**src/rtl/bus_timer_pkg.sv**
```systemverilog
`default_nettype none
// ============================================================================
// Module  : bus_timer_pkg
// Brief   : Register offsets, window base and byte-merge helper for bus_timer
// Revision: 1.0
// ============================================================================
package bus_timer_pkg;

    typedef enum logic [1:0] {
        REG_CTRL  = 2'h0,
        REG_LOAD  = 2'h1,
        REG_COUNT = 2'h2,
        REG_STAT  = 2'h3
    } reg_sel_e;

    localparam logic [31:0] c_TIMER_BASE = 32'h1000_0000;

    // Byte lanes with sel set take the new value, others keep the old one.
    function automatic logic [31:0] byte_merge(input logic [31:0] old_val,
                                               input logic [31:0] new_val,
                                               input logic [3:0]  sel);
        logic [31:0] result;
        result = old_val;
        for (int i = 0; i < 4; i++) begin
            if (sel[i]) begin
                result[8*i +: 8] = new_val[8*i +: 8];
            end
        end
        return result;
    endfunction

endpackage
`default_nettype wire

```
**src/rtl/bus_timer_if.sv**
```systemverilog
`default_nettype none
// ============================================================================
// Module  : bus_timer_if
// Brief   : CPU data-bus slave interface of the memory-mapped timer
// Revision: 1.0
// ============================================================================
interface bus_timer_if;
    logic        ce_i;
    logic        we_i;
    logic [31:0] addr_i;
    logic [3:0]  sel_i;
    logic [31:0] data_i;
    logic [31:0] data_o;

    modport master (
        output ce_i, we_i, addr_i, sel_i, data_i,
        input  data_o
    );

    modport slave (
        input  ce_i, we_i, addr_i, sel_i, data_i,
        output data_o
    );
endinterface
`default_nettype wire

```
**src/rtl/bus_timer_prescaler.sv**
```systemverilog
`default_nettype none
// ============================================================================
// Module  : timer_prescaler
// Brief   : Divides clk by PRESCALE_DIV into a one-cycle count tick
// Revision: 1.0
// ============================================================================
module timer_prescaler #(
    parameter int PRESCALE_DIV = 4,
    parameter int PRESCALE_W   = 8
) (
    input  wire logic clk,
    input  wire logic rst,
    input  wire logic en,
    input  wire logic clr,
    output logic      tick
);

    localparam logic [PRESCALE_W-1:0] c_DIV_M1 = PRESCALE_W'(PRESCALE_DIV - 1);

    logic [PRESCALE_W-1:0] r_presc;

    assign tick = en & (r_presc == c_DIV_M1);

    // The phase freezes while disabled; clr restarts it on re-enable.
    always_ff @(posedge clk) begin
        if (rst || clr) begin
            r_presc <= '0;
        end else if (en) begin
            if (tick) begin
                r_presc <= '0;
            end else begin
                r_presc <= r_presc + 1'b1;
            end
        end
    end

endmodule
`default_nettype wire

```
**src/rtl/bus_timer.sv**
```systemverilog
`default_nettype none
// ============================================================================
// Module  : bus_timer
// Brief   : Memory-mapped down-counting timer with level interrupt on expiry
// Revision: 1.0
// ============================================================================
module bus_timer
    import bus_timer_pkg::*;
#(
    parameter logic [31:0] BASE_ADDR    = c_TIMER_BASE,
    parameter int          PRESCALE_DIV = 4,
    parameter int          PRESCALE_W   = 8
) (
    input  wire logic      clk,
    input  wire logic      rst,
    bus_timer_if.slave     bus,
    output logic           irq_o
);

    logic        r_en;
    logic        r_autoreload;
    logic        r_ien;
    logic        r_pending;
    logic [31:0] r_load;
    logic [31:0] r_count;

    logic        w_hit;
    logic        w_wr;
    reg_sel_e    w_reg;
    logic        w_wr_ctrl;
    logic        w_wr_load;
    logic        w_wr_count;
    logic        w_w1c;
    logic        w_tick;
    logic        w_tick_eff;
    logic        w_expire;
    logic        w_presc_clr;
    logic [31:0] w_rdata;
    logic [1:0]  w_unused_addr;

    assign w_unused_addr = bus.addr_i[1:0];

    assign w_hit       = bus.ce_i & ~rst & (bus.addr_i[31:4] == BASE_ADDR[31:4]);
    assign w_wr        = w_hit & bus.we_i;
    assign w_reg       = reg_sel_e'(bus.addr_i[3:2]);
    assign w_wr_ctrl   = w_wr & (w_reg == REG_CTRL) & bus.sel_i[0];
    assign w_wr_load   = w_wr & (w_reg == REG_LOAD);
    assign w_wr_count  = w_wr & (w_reg == REG_COUNT) & (|bus.sel_i);
    assign w_w1c       = w_wr & (w_reg == REG_STAT) & bus.sel_i[0] & bus.data_i[0];
    assign w_presc_clr = w_wr_ctrl & bus.data_i[0] & ~r_en;

    // A COUNT write swallows a coincident tick, including its expiry.
    assign w_tick_eff  = w_tick & ~w_wr_count;
    assign w_expire    = w_tick_eff & (r_count == '0);

    timer_prescaler #(
        .PRESCALE_DIV (PRESCALE_DIV),
        .PRESCALE_W   (PRESCALE_W)
    ) u_prescaler (
        .clk  (clk),
        .rst  (rst),
        .en   (r_en),
        .clr  (w_presc_clr),
        .tick (w_tick)
    );

    always_ff @(posedge clk) begin
        if (rst) begin
            r_en         <= 1'b0;
            r_autoreload <= 1'b0;
            r_ien        <= 1'b0;
            r_pending    <= 1'b0;
            r_load       <= '0;
            r_count      <= '0;
        end else begin
            if (w_wr_ctrl) begin
                {r_ien, r_autoreload, r_en} <= bus.data_i[2:0];
            end else if (w_expire && !r_autoreload) begin
                r_en <= 1'b0;
            end

            if (w_wr_load) begin
                r_load <= byte_merge(r_load, bus.data_i, bus.sel_i);
            end

            if (w_wr_count) begin
                r_count <= byte_merge(r_count, bus.data_i, bus.sel_i);
            end else if (w_tick_eff) begin
                if (r_count != '0) begin
                    r_count <= r_count - 32'd1;
                end else if (r_autoreload) begin
                    r_count <= r_load;
                end
            end

            // Expiry set outranks a same-cycle clear.
            if (w_expire) begin
                r_pending <= 1'b1;
            end else if (w_w1c) begin
                r_pending <= 1'b0;
            end
        end
    end

    always_comb begin
        w_rdata = '0;
        if (w_hit && !bus.we_i) begin
            case (w_reg)
                REG_CTRL:  w_rdata = {29'd0, r_ien, r_autoreload, r_en};
                REG_LOAD:  w_rdata = r_load;
                REG_COUNT: w_rdata = r_count;
                REG_STAT:  w_rdata = {31'd0, r_pending};
                default:   w_rdata = '0;
            endcase
        end
    end

    assign bus.data_o = w_rdata;
    assign irq_o      = r_pending & r_ien & ~rst;

endmodule
`default_nettype wire

```
**src/flat_wrapper.sv**
```systemverilog
// flat-port wrapper written by rule: the top's interface ports become plain ports
module bus_timer_flat import bus_timer_pkg::*;
#(
    parameter logic [31:0] BASE_ADDR    = c_TIMER_BASE,
    parameter int          PRESCALE_DIV = 4,
    parameter int          PRESCALE_W   = 8
)
  (clk, rst, irq_o, bus_ce_i, bus_we_i, bus_addr_i, bus_sel_i, bus_data_i, bus_data_o);
  bus_timer_if bus_i ();
  input  wire logic clk;
  input  wire logic rst;
  output logic irq_o;
  input wire logic [$bits(bus_i.ce_i)-1:0] bus_ce_i;
  input wire logic [$bits(bus_i.we_i)-1:0] bus_we_i;
  input wire logic [$bits(bus_i.addr_i)-1:0] bus_addr_i;
  input wire logic [$bits(bus_i.sel_i)-1:0] bus_sel_i;
  input wire logic [$bits(bus_i.data_i)-1:0] bus_data_i;
  output wire logic [$bits(bus_i.data_o)-1:0] bus_data_o;
  assign bus_i.ce_i = bus_ce_i;
  assign bus_i.we_i = bus_we_i;
  assign bus_i.addr_i = bus_addr_i;
  assign bus_i.sel_i = bus_sel_i;
  assign bus_i.data_i = bus_data_i;
  assign bus_data_o = bus_i.data_o;
  bus_timer #(.BASE_ADDR(BASE_ADDR), .PRESCALE_DIV(PRESCALE_DIV), .PRESCALE_W(PRESCALE_W)) u_core (.clk(clk), .rst(rst), .bus(bus_i), .irq_o(irq_o));
endmodule
```
**config.mk**
```make
export PLATFORM = sky130hd
export DESIGN_NAME = bus_timer_flat
export DESIGN_NICKNAME = d
export VERILOG_FILES = /design/src/rtl/bus_timer_pkg.sv /design/src/rtl/bus_timer_if.sv /design/src/rtl/bus_timer_prescaler.sv /design/src/rtl/bus_timer.sv /design/src/flat_wrapper.sv
export SDC_FILE = /design/constraint.sdc
export NUM_CORES = 1
export LEC_CHECK = 0
export ABC_AREA = 1
export CAP_MARGIN = 15
export CORE_MARGIN = 5
export CORE_UTILIZATION = 53
export DETAILED_ROUTE_END_ITERATION = 8
export GPL_TIMING_DRIVEN = 0
export PLACE_DENSITY = 0.81
export SLEW_MARGIN = 20
export SYNTH_ARGS = -nofsm -noshare
export SYNTH_HDL_FRONTEND = slang
export SYNTH_SLANG_ARGS = --single-unit
```
**constraint.sdc**
```tcl
create_clock -name clk -period 2.3 [get_ports clk]
set_clock_uncertainty 0.2 [all_clocks]
set_input_delay 0.345 -clock clk [delete_from_list [all_inputs] [get_ports clk]]
set_output_delay 0.345 -clock clk [all_outputs]
set_load 0.005 [all_outputs]
```
# After elaboration in Yosys (flattened, before gate mapping)
# Cells that the tools add are included.
# op_classes
addsub	2
n_mul	0
div	0
order_cmp	0
eq_ne	9
n_shift	0
n_mux	15
bitwise	21
n_reduce_logical	21
# op_table
cell	n
32-bit 2-to-1 mux	5
32-bit one-hot mux with 4 select lines	1
8-bit 2-to-1 mux	5
32-bit zero test	1
32-bit nonzero test	1
32-bit by 1-bit subtractor with 32-bit output, second input constant	1
28-bit by 25-bit equality test with 1-bit output, second input constant	1
1-bit AND	18
3-bit AND reduction	4
8-bit by 1-bit adder with 8-bit output, second input constant	1
8-bit by 2-bit equality test with 1-bit output, second input constant	1
2-bit != test, second input constant	4
2-bit AND reduction	4
2-bit nonzero test	3
2-bit equality test, second input constant	2
1-bit 2-to-1 mux	4
4-bit OR reduction	1
1-bit NOT	3
3-bit nonzero test	1
2-bit by 1-bit equality test with 1-bit output, second input constant	1
1-bit logical AND	2
1-bit zero test	2
2-bit zero test	1
1-bit logical OR	1
# totals
ff_bits	76
latch_bits	0
mem_bits_rw	0
rom_bits	0
inputBits	72
output_inout_bits	33
elab_cells	81
n_memories	0

# Longest topological paths before layout
# Gate-level depths: netlist of run 1.
# depth
word_depth	12
depth_mapped	14
ltp_nobuf	13

# By module
# Synthesis of run 1 repeated with hierarchy kept, for this count alone.
# unflattened
cells_unflattened	993
area_unflattened_um2	5625.4
# by_module_without_submodules
module	n_inst	cells_each	area_per_inst_um2	seq_area_each_um2
bus_timer	1	922	5175.0	1361.3
timer_prescaler	1	71	450.4	160.2

# Least setup slack after synthesis of run 1
# OpenSTA, ideal clock, no wires.
# synth_path
path_kind	in2out
start	in rst
end	out bus_data_o[2]
t_arrival_ps	1498
t_required_ps	1755
slack_ps	257
cell_stages	9
n_path_buf	2
cell_sequence	buf_2 -> nor2_1 -> nand2_1 -> nor2_2 -> nand2_2 -> nor2_8 -> nand2_1 -> clkbuf_1 -> a31oi_1
# synth_via
elab_chain_len	5
# synth_rtl
item	line	text
start: declaration	flat_wrapper.sv:11	input wire logic rst;
1-bit NOT	bus_timer.sv:43	assign w_hit = bus.ce_i & ~rst & (bus.addr_i[31:4] == BASE_ADDR[31:4]);
1-bit AND (2 in series)	bus_timer.sv:43	
1-bit logical AND	bus_timer.sv:107	if (w_hit && !bus.we_i) begin
32-bit 2-to-1 mux	bus_timer.sv:107	
end: declaration	flat_wrapper.sv:18	output wire logic [$bits(bus_i.data_o)-1:0] bus_data_o;
# Every way passes these cells.

# Final worst setup path of run 1
# layout_path
start	in bus_we_i
end	out bus_data_o[2]
# layout_via
elab_chain_len	3
# layout_rtl
item	line	text
start: declaration	flat_wrapper.sv:14	input wire logic [$bits(bus_i.we_i)-1:0] bus_we_i;
1-bit zero test	bus_timer.sv:107	
1-bit logical AND	bus_timer.sv:107	
32-bit 2-to-1 mux	bus_timer.sv:107	
# Every way passes these cells.

==> results of run 1 <==
[registers in the layout, summed over array words and instances (netlist names)]
register	cells
u_core.u_prescaler.r_presc	8
u_core.r_load	32
u_core.r_en	1
u_core.r_ien	1
u_core.r_pending	1
u_core.r_count	32
u_core.r_autoreload	1
[cell usage in the layout (no fill, tap or decap), types with 3 or more instances in the layout]
cell and instances:
nand2_1 274, nor2_1 196, inv_1 100, dfxtp_1 73
nand3_1 47, a21oi_1 45, clkdlybuf4s50_1 36, a211oi_1 35
buf_2 35, buf_4 29, o21ai_0 24, nor2_2 20
xor2_1 19, clkdlybuf4s15_1 19, nand4_1 15, clkbuf_8 14
nand2_2 12, nor3_1 11, clkbuf_2 11, a21oi_2 10
clkbuf_4 8, nor2_4 6, o211ai_1 6, clkbuf_1 6
dlygate4sd2_1 5, inv_2 4, clkbuf_16 4, buf_6 4
or2_2 3, xnor2_1 3, ha_1 3, dfxtp_2 3
[final cells by class]
class                   instances  area share [%]
multi-input cells             746            49.8
repair buffers                128            14.4
clock inverters                 4            1.01
flip-flops and latches         76            20.8
plain buffers                  36            4.23
clock buffers                  11            1.93
inverters                     106            5.46
well taps                     136            2.32
[how the worst max path moves through the flow]
stage / start / end / cells after the start / slack (ps)
6_report: bus_we_i / bus_data_o[2] / 7 / 20
5_1_grt: u_core.r_count[0] / u_core.r_count[12] / 13 / -80
4_1_cts: bus_sel_i[0] / u_core.r_count[8] / 12 / 7
3_5_place_dp: bus_addr_i[17] / bus_data_o[31] / 10 / -1040
3_3_place_gp: bus_addr_i[17] / bus_data_o[12] / 10 / -1040
2_1_floorplan: rst / bus_data_o[2] / 9 / 260
[what timing repair did]
action	in CTS	in global routing
gates resized for setup	217	96
setup endpoints to repair	92	102
cloned	3	1
buffers inserted	11	12
pin swaps	28	39
[power by group through the flow]
stage                     registers, mW  clock network (mW)  logic (mW)
after floorplan                    1.35                   0      0.0646
after global placement             1.35                   0       0.232
after detailed placement           1.35                   0       0.233
after CTS                          1.31                1.17       0.243
after global routing               1.31                1.23       0.276
final                              1.31                1.16       0.263
[through the flow]
| step | utilization [%] | instance area (µm²) | std cells | power (mW) | TNS, ps |
|---|---|---|---|---|---|
| after floorplan | - | 5510 | 964 | 1.41 | 0 |
| after CTS | 69.4 | 7100 | 1230 | 2.73 | 0 |
| after detailed placement | 65.4 | 6690 | 1201 | 1.58 | -63410 |
| after global placement | 65.4 | 6690 | 1201 | 1.58 | -63330 |
| final | 71.7 | 7340 | 1243 | 2.74 | 0 |
| after global routing | 71.7 | 7340 | 1243 | 2.82 | -310 |
[routing by layer]
metal	wire [µm]	up-vias	track usage [%]	share of wire (%)
li1	-	3332	-	-
met1	8380	2982	40.6	41
met2	9110	373	49.6	45
met3	1960	63	5.43	9.7
met4	762	0	13.1	3.8
met5	0	-	0	0
[critical path, stage by stage]
cell and delay (ps):
clkdlybuf4s50_1 460, buf_4 210, inv_2 120, nand2_8 120
clkbuf_16 190, a31oi_4 140, buf_2 130
[kinds of logic after synthesis]
group / share of synthesized area (%)
flops: 27.6
xor+xnor: 3.50
compound gates: 13.8
fa+ha+maj: 0.681
simple gates: 43.9
buf+inv: 10.5
==> impl_metrics.json, run 1 <==
{
  "status": "completed",
  "fill_cells": 903,
  "min_path_cells": 2,
  "crit_arrival_ps": 1740,
  "path_class": "in2out",
  "drtAntennaViolNets": 0,
  "drtPass1Iterations": 6,
  "wire_per_inst_um": 16.3,
  "vias": 6750,
  "synth_ff_type": "dfxtp_1",
  "grt_max_degree": 13,
  "dpl_worst_slack_ps": -1040,
  "coreArea_um2": 10200,
  "post_drt_via_cell_ratio": 5.43,
  "cts_buffers": 9,
  "regArea_um2": 1530,
  "period_share_pct": 99.2,
  "reg2reg_depth": 14,
  "synth_cells": 964,
  "fmax_mhz": 438,
  "syn_to_final_growth_pct": 33.1,
  "antenna_found_initial": 0,
  "antenna_cells": 0,
  "worst_pin_slew_ps": 788,
  "pwr-share-seq_pct": 48.0,
  "cts_tree": "yes",
  "drtIter0Drc": 728,
  "synth_common_cells": "nand2_1, nor2_1, inv_1, dfxtp_1, a21oi_1",
  "worst_setup_path_end_kind": "output pin",
  "drcViolationCount": 0,
  "netlist-cell-type-count": 32,
  "setup_ws_ps": 18.2,
  "clock_latency_ps": 360,
  "clock-root-buffer": "clkbuf_8",
  "setup_viol": 0,
  "drv_slew": 0,
  "first_global_vias": 6277,
  "internal-power_mw": 2.08,
  "hold_violations": 0,
  "rows": 37,
  "ys_ff_latch": 76,
  "synth_edf_count": 0,
  "dieWidth_um": 112,
  "rr_startpoint": "u_core.r_count[16]",
  "yosysMostFrequentCell": "nand2_1",
  "fp.dieH_um": 112,
  "numPortBuffers": 101,
  "worst-r2r-setup-slack_ps": 80,
  "max_cap_violations": 0,
  "io_pins": 105,
  "p_switching_mw": 0.659,
  "gr-total-overflow": 0,
  "grt_pass1_wl_mm": 31.3,
  "combinationalPowerShare_pct": 9.6,
  "htreeDepth": 3,
  "multi_input_area_um2": 3660,
  "cp-start-kind": "input pin",
  "fin_nets": 1178,
  "clockPowerShare_pct": 42.4,
  "start_util_pct": 53.9,
  "hp-class": "in2reg",
  "cts.sinks": 76,
  "whs_endpoint": "u_core.r_load[15]",
  "synthArstFlopShare_pct": 0,
  "syn_area_um2": 5510,
  "place_hpwl_mm": 14.1,
  "critPathRequiredTime_ps": 1750,
  "layout-drive-gt1-share_pct": 16.5,
  "power_density_nw_per_um2": 373,
  "hold_ws_ps": 86.3,
  "rsz0062_at_grt": "true",
  "postCtsHoldBufs": 0,
  "swShare_pct": 24.1,
  "routed_wl_mm": 20.2,
  "cts_buffer_depth": 2,
  "dieArea_um2": 12500,
  "r2r-end": "u_core.r_count[4]",
  "syn_area_per_cell_um2": 5.72,
  "ys_warn_count": 0,
  "path_clk_slew_ps": 80,
  "yosysTopAreaCell": "dfxtp_1",
  "crit_fanout": 10,
  "min_period_ps": 2280,
  "synth_fp_nets": 1039,
  "ys_top_cells_by_area": "dfxtp_1, nand2_1, nor2_1",
  "seq_area_frac_synth_pct": 27.6,
  "synth_top_area_share_pct": 27.6,
  "p_leak_nw": 3.45,
  "slew_headroom_pct": 47.5,
  "ir_worst_vdd_mv": 0.250,
  "hold_path.startpoint": "rst",
  "finalWeightedCongestion": 0.971,
  "track_usage_pct": 30.8
}
Power figures use the tool's default switching activity.
==> inputs of run 2 (changes only) <==
--- a/config.mk
+++ b/config.mk
@@ -6,11 +6,13 @@
 export NUM_CORES = 1
 export LEC_CHECK = 0
 export ABC_AREA = 1
-export CAP_MARGIN = 15
+export CAP_MARGIN = 20
 export CORE_MARGIN = 5
 export CORE_UTILIZATION = 53
 export DETAILED_ROUTE_END_ITERATION = 8
+export GPL_ROUTABILITY_DRIVEN = 0
 export GPL_TIMING_DRIVEN = 0
+export MAX_ROUTING_LAYER = met4
 export PLACE_DENSITY = 0.81
 export SLEW_MARGIN = 20
 export SYNTH_ARGS = -nofsm -noshare
==> impl_metrics.json, run 2 (same netlist as run 1, synthesis figures left out) <==
{
  "cts_buffer_depth": 2,
  "fin_nets": 1182,
  "cp_slowest_cell": "dfxtp_1",
  "fill_cells": 877,
  "antenna_cells": 0,
  "cts.sinks": 76,
  "vias": 6948,
  "path_depth": 13,
  "syn_to_final_growth_pct": 34.7,
  "routed_wl_mm": 20.4,
  "dieArea_um2": 12500,
  "crit_fanout": 10,
  "cts_tree": "yes",
  "drtPass1Iterations": 5,
  "cts_buffers": 9,
  "final_cell_mix": "nand2_1, nor2_1, inv_1",
  "post_drt_via_cell_ratio": 5.57,
  "coreArea_um2": 10200,
  "ir_worst_vdd_mv": 0.313,
  "worst_setup_path_end_kind": "register",
  "postCtsHoldBufs": 0,
  "drtIter0Drc": 798,
  "clock-root-buffer": "clkbuf_8",
  "status": "finished with violations",
  "grtUsageMet3_pct": 7.12,
  "worst_pin_slew_ps": 773,
  "path_buf_inv": 3,
  "path_clk_slew_ps": 80,
  "gr-total-overflow": 0,
  "fp.dieH_um": 112,
  "numPortBuffers": 101,
  "drv_slew": 0,
  "dieWidth_um": 112,
  "min_period_ps": 2310,
  "htreeDepth": 3,
  "min_path_cells": 2,
  "hold_ws_ps": 19.9,
  "hold_violations": 0,
  "cp-start-kind": "register",
  "hp-class": "in2reg",
  "path_cells": "nor2_2 > nand2_1 > nor2_2 > nand2_1 > inv_1 > buf_6 > nand2_2 > buf_2 > o21ai_0 > nand2_1 > nand2_1 > nor2_1 > nor2_1",
  "layout-drive-gt1-share_pct": 18.6,
  "setup_viol": 1,
  "crit_arrival_ps": 2420,
  "period_share_pct": 100,
  "power_density_nw_per_um2": 362,
  "grt_max_degree": 14,
  "max_cap_violations": 0,
  "grt_pass1_wl_mm": 31.6,
  "drcViolationCount": 0,
  "dp_cells": 1201,
  "reg2reg_depth": 13,
  "first_global_vias": 6315,
  "antenna_found_initial": 0,
  "slew_headroom_pct": 48.4,
  "fmax_mhz": 433,
  "gr-usage-met2_pct": 49.9,
  "critPathRequiredTime_ps": 2410,
  "fin_cells": 1248,
  "cpPeakStageDelay_ps": 360,
  "path_common_cell": "nand2_1",
  "io_pins": 105,
  "final_common_cell": "nand2_1",
  "place_hpwl_mm": 13.9,
  "path_class": "reg2reg",
  "grt-busiest-layer": "met2",
  "reg.largest.list": "u_core.r_count x32, u_core.r_load x32, u_core.u_prescaler.r_presc x8",
  "regArea_um2": 1530,
  "power_mw": 2.68,
  "rows": 37,
  "p_leak_nw": 3.52,
  "drtAntennaViolNets": 0,
  "multi_input_area_um2": 3710,
  "clock_latency_ps": 370,
  "start_util_pct": 53.9,
  "wire_per_inst_um": 16.3,
  "met1_usage_pct": 39.5,
  "violations": "negative setup slack",
  "critPathTopFamily": "simple AND/OR/NAND/NOR gates",
  "setup_ws_ps": -6.82,
  "track_usage_pct": 31.5
}
[run 2: worst paths after layout]
check                          from           endpoint  slack [ps]
setup reg to reg  u_core.r_count[8]  u_core.r_count[5]          -7
hold / removal                  rst  u_core.r_load[24]          20
setup / recovery  u_core.r_count[8]  u_core.r_count[5]          -7
hold reg to reg    u_core.r_load[9]   u_core.r_load[9]         280
[run 2: layer usage]
layer	vias up	wire, µm
met5	-	0
met4	0	625
met3	78	2200
met2	433	9330
met1	3092	8220
li1	3345	-
[run 2: layout make-up]
class | count | area share, %
clock buffers | 11 | 2.04
multi-input cells | 747 | 49.9
repair buffers | 131 | 14.5
well taps | 136 | 2.29
flip-flops and latches | 76 | 20.6
inverters | 106 | 5.43
plain buffers | 36 | 4.47
clock inverters | 5 | 0.792
[run 2: where the power goes]
part,internal (mW),total (mW),switching (mW)
logic,0.123,0.254,0.131
registers,1.31,1.31,0.000000000330
clock network,0.563,1.12,0.554
total,2.00,2.68,0.685
[run 2: through the flow]
stage / utilization (%) / worst slack (ps) / cell area (µm²) / TNS (ps)
floorplan: - / 257 / 5510 / 0
CTS: 69.7 / 1.89 / 7130 / 0
global placement: 65.4 / -1050 / 6690 / -63080
finish: 72.6 / -6.82 / 7420 / -6.82
detailed placement: 65.4 / -1040 / 6690 / -62670
global route: 72.6 / -79.0 / 7420 / -776
[run 2: timing repair]
item	4_1_cts	5_1_grt
cloned	3	1
endpoints found under the setup margin	95	99
setup buffers	11	16
pin swaps	28	39
gates resized for setup	223	125
[run 2: worst register-to-register path, cell delays in order, from the launching register on]
cell     delay (ps)
dfxtp_1         360
nor2_2          170
nand2_1         110
nor2_2          190
nand2_1          90
inv_1           130
buf_6           160
nand2_2         120
buf_2           250
o21ai_0         210
nand2_1          80
nand2_1          60
nor2_1           40
nor2_1           90
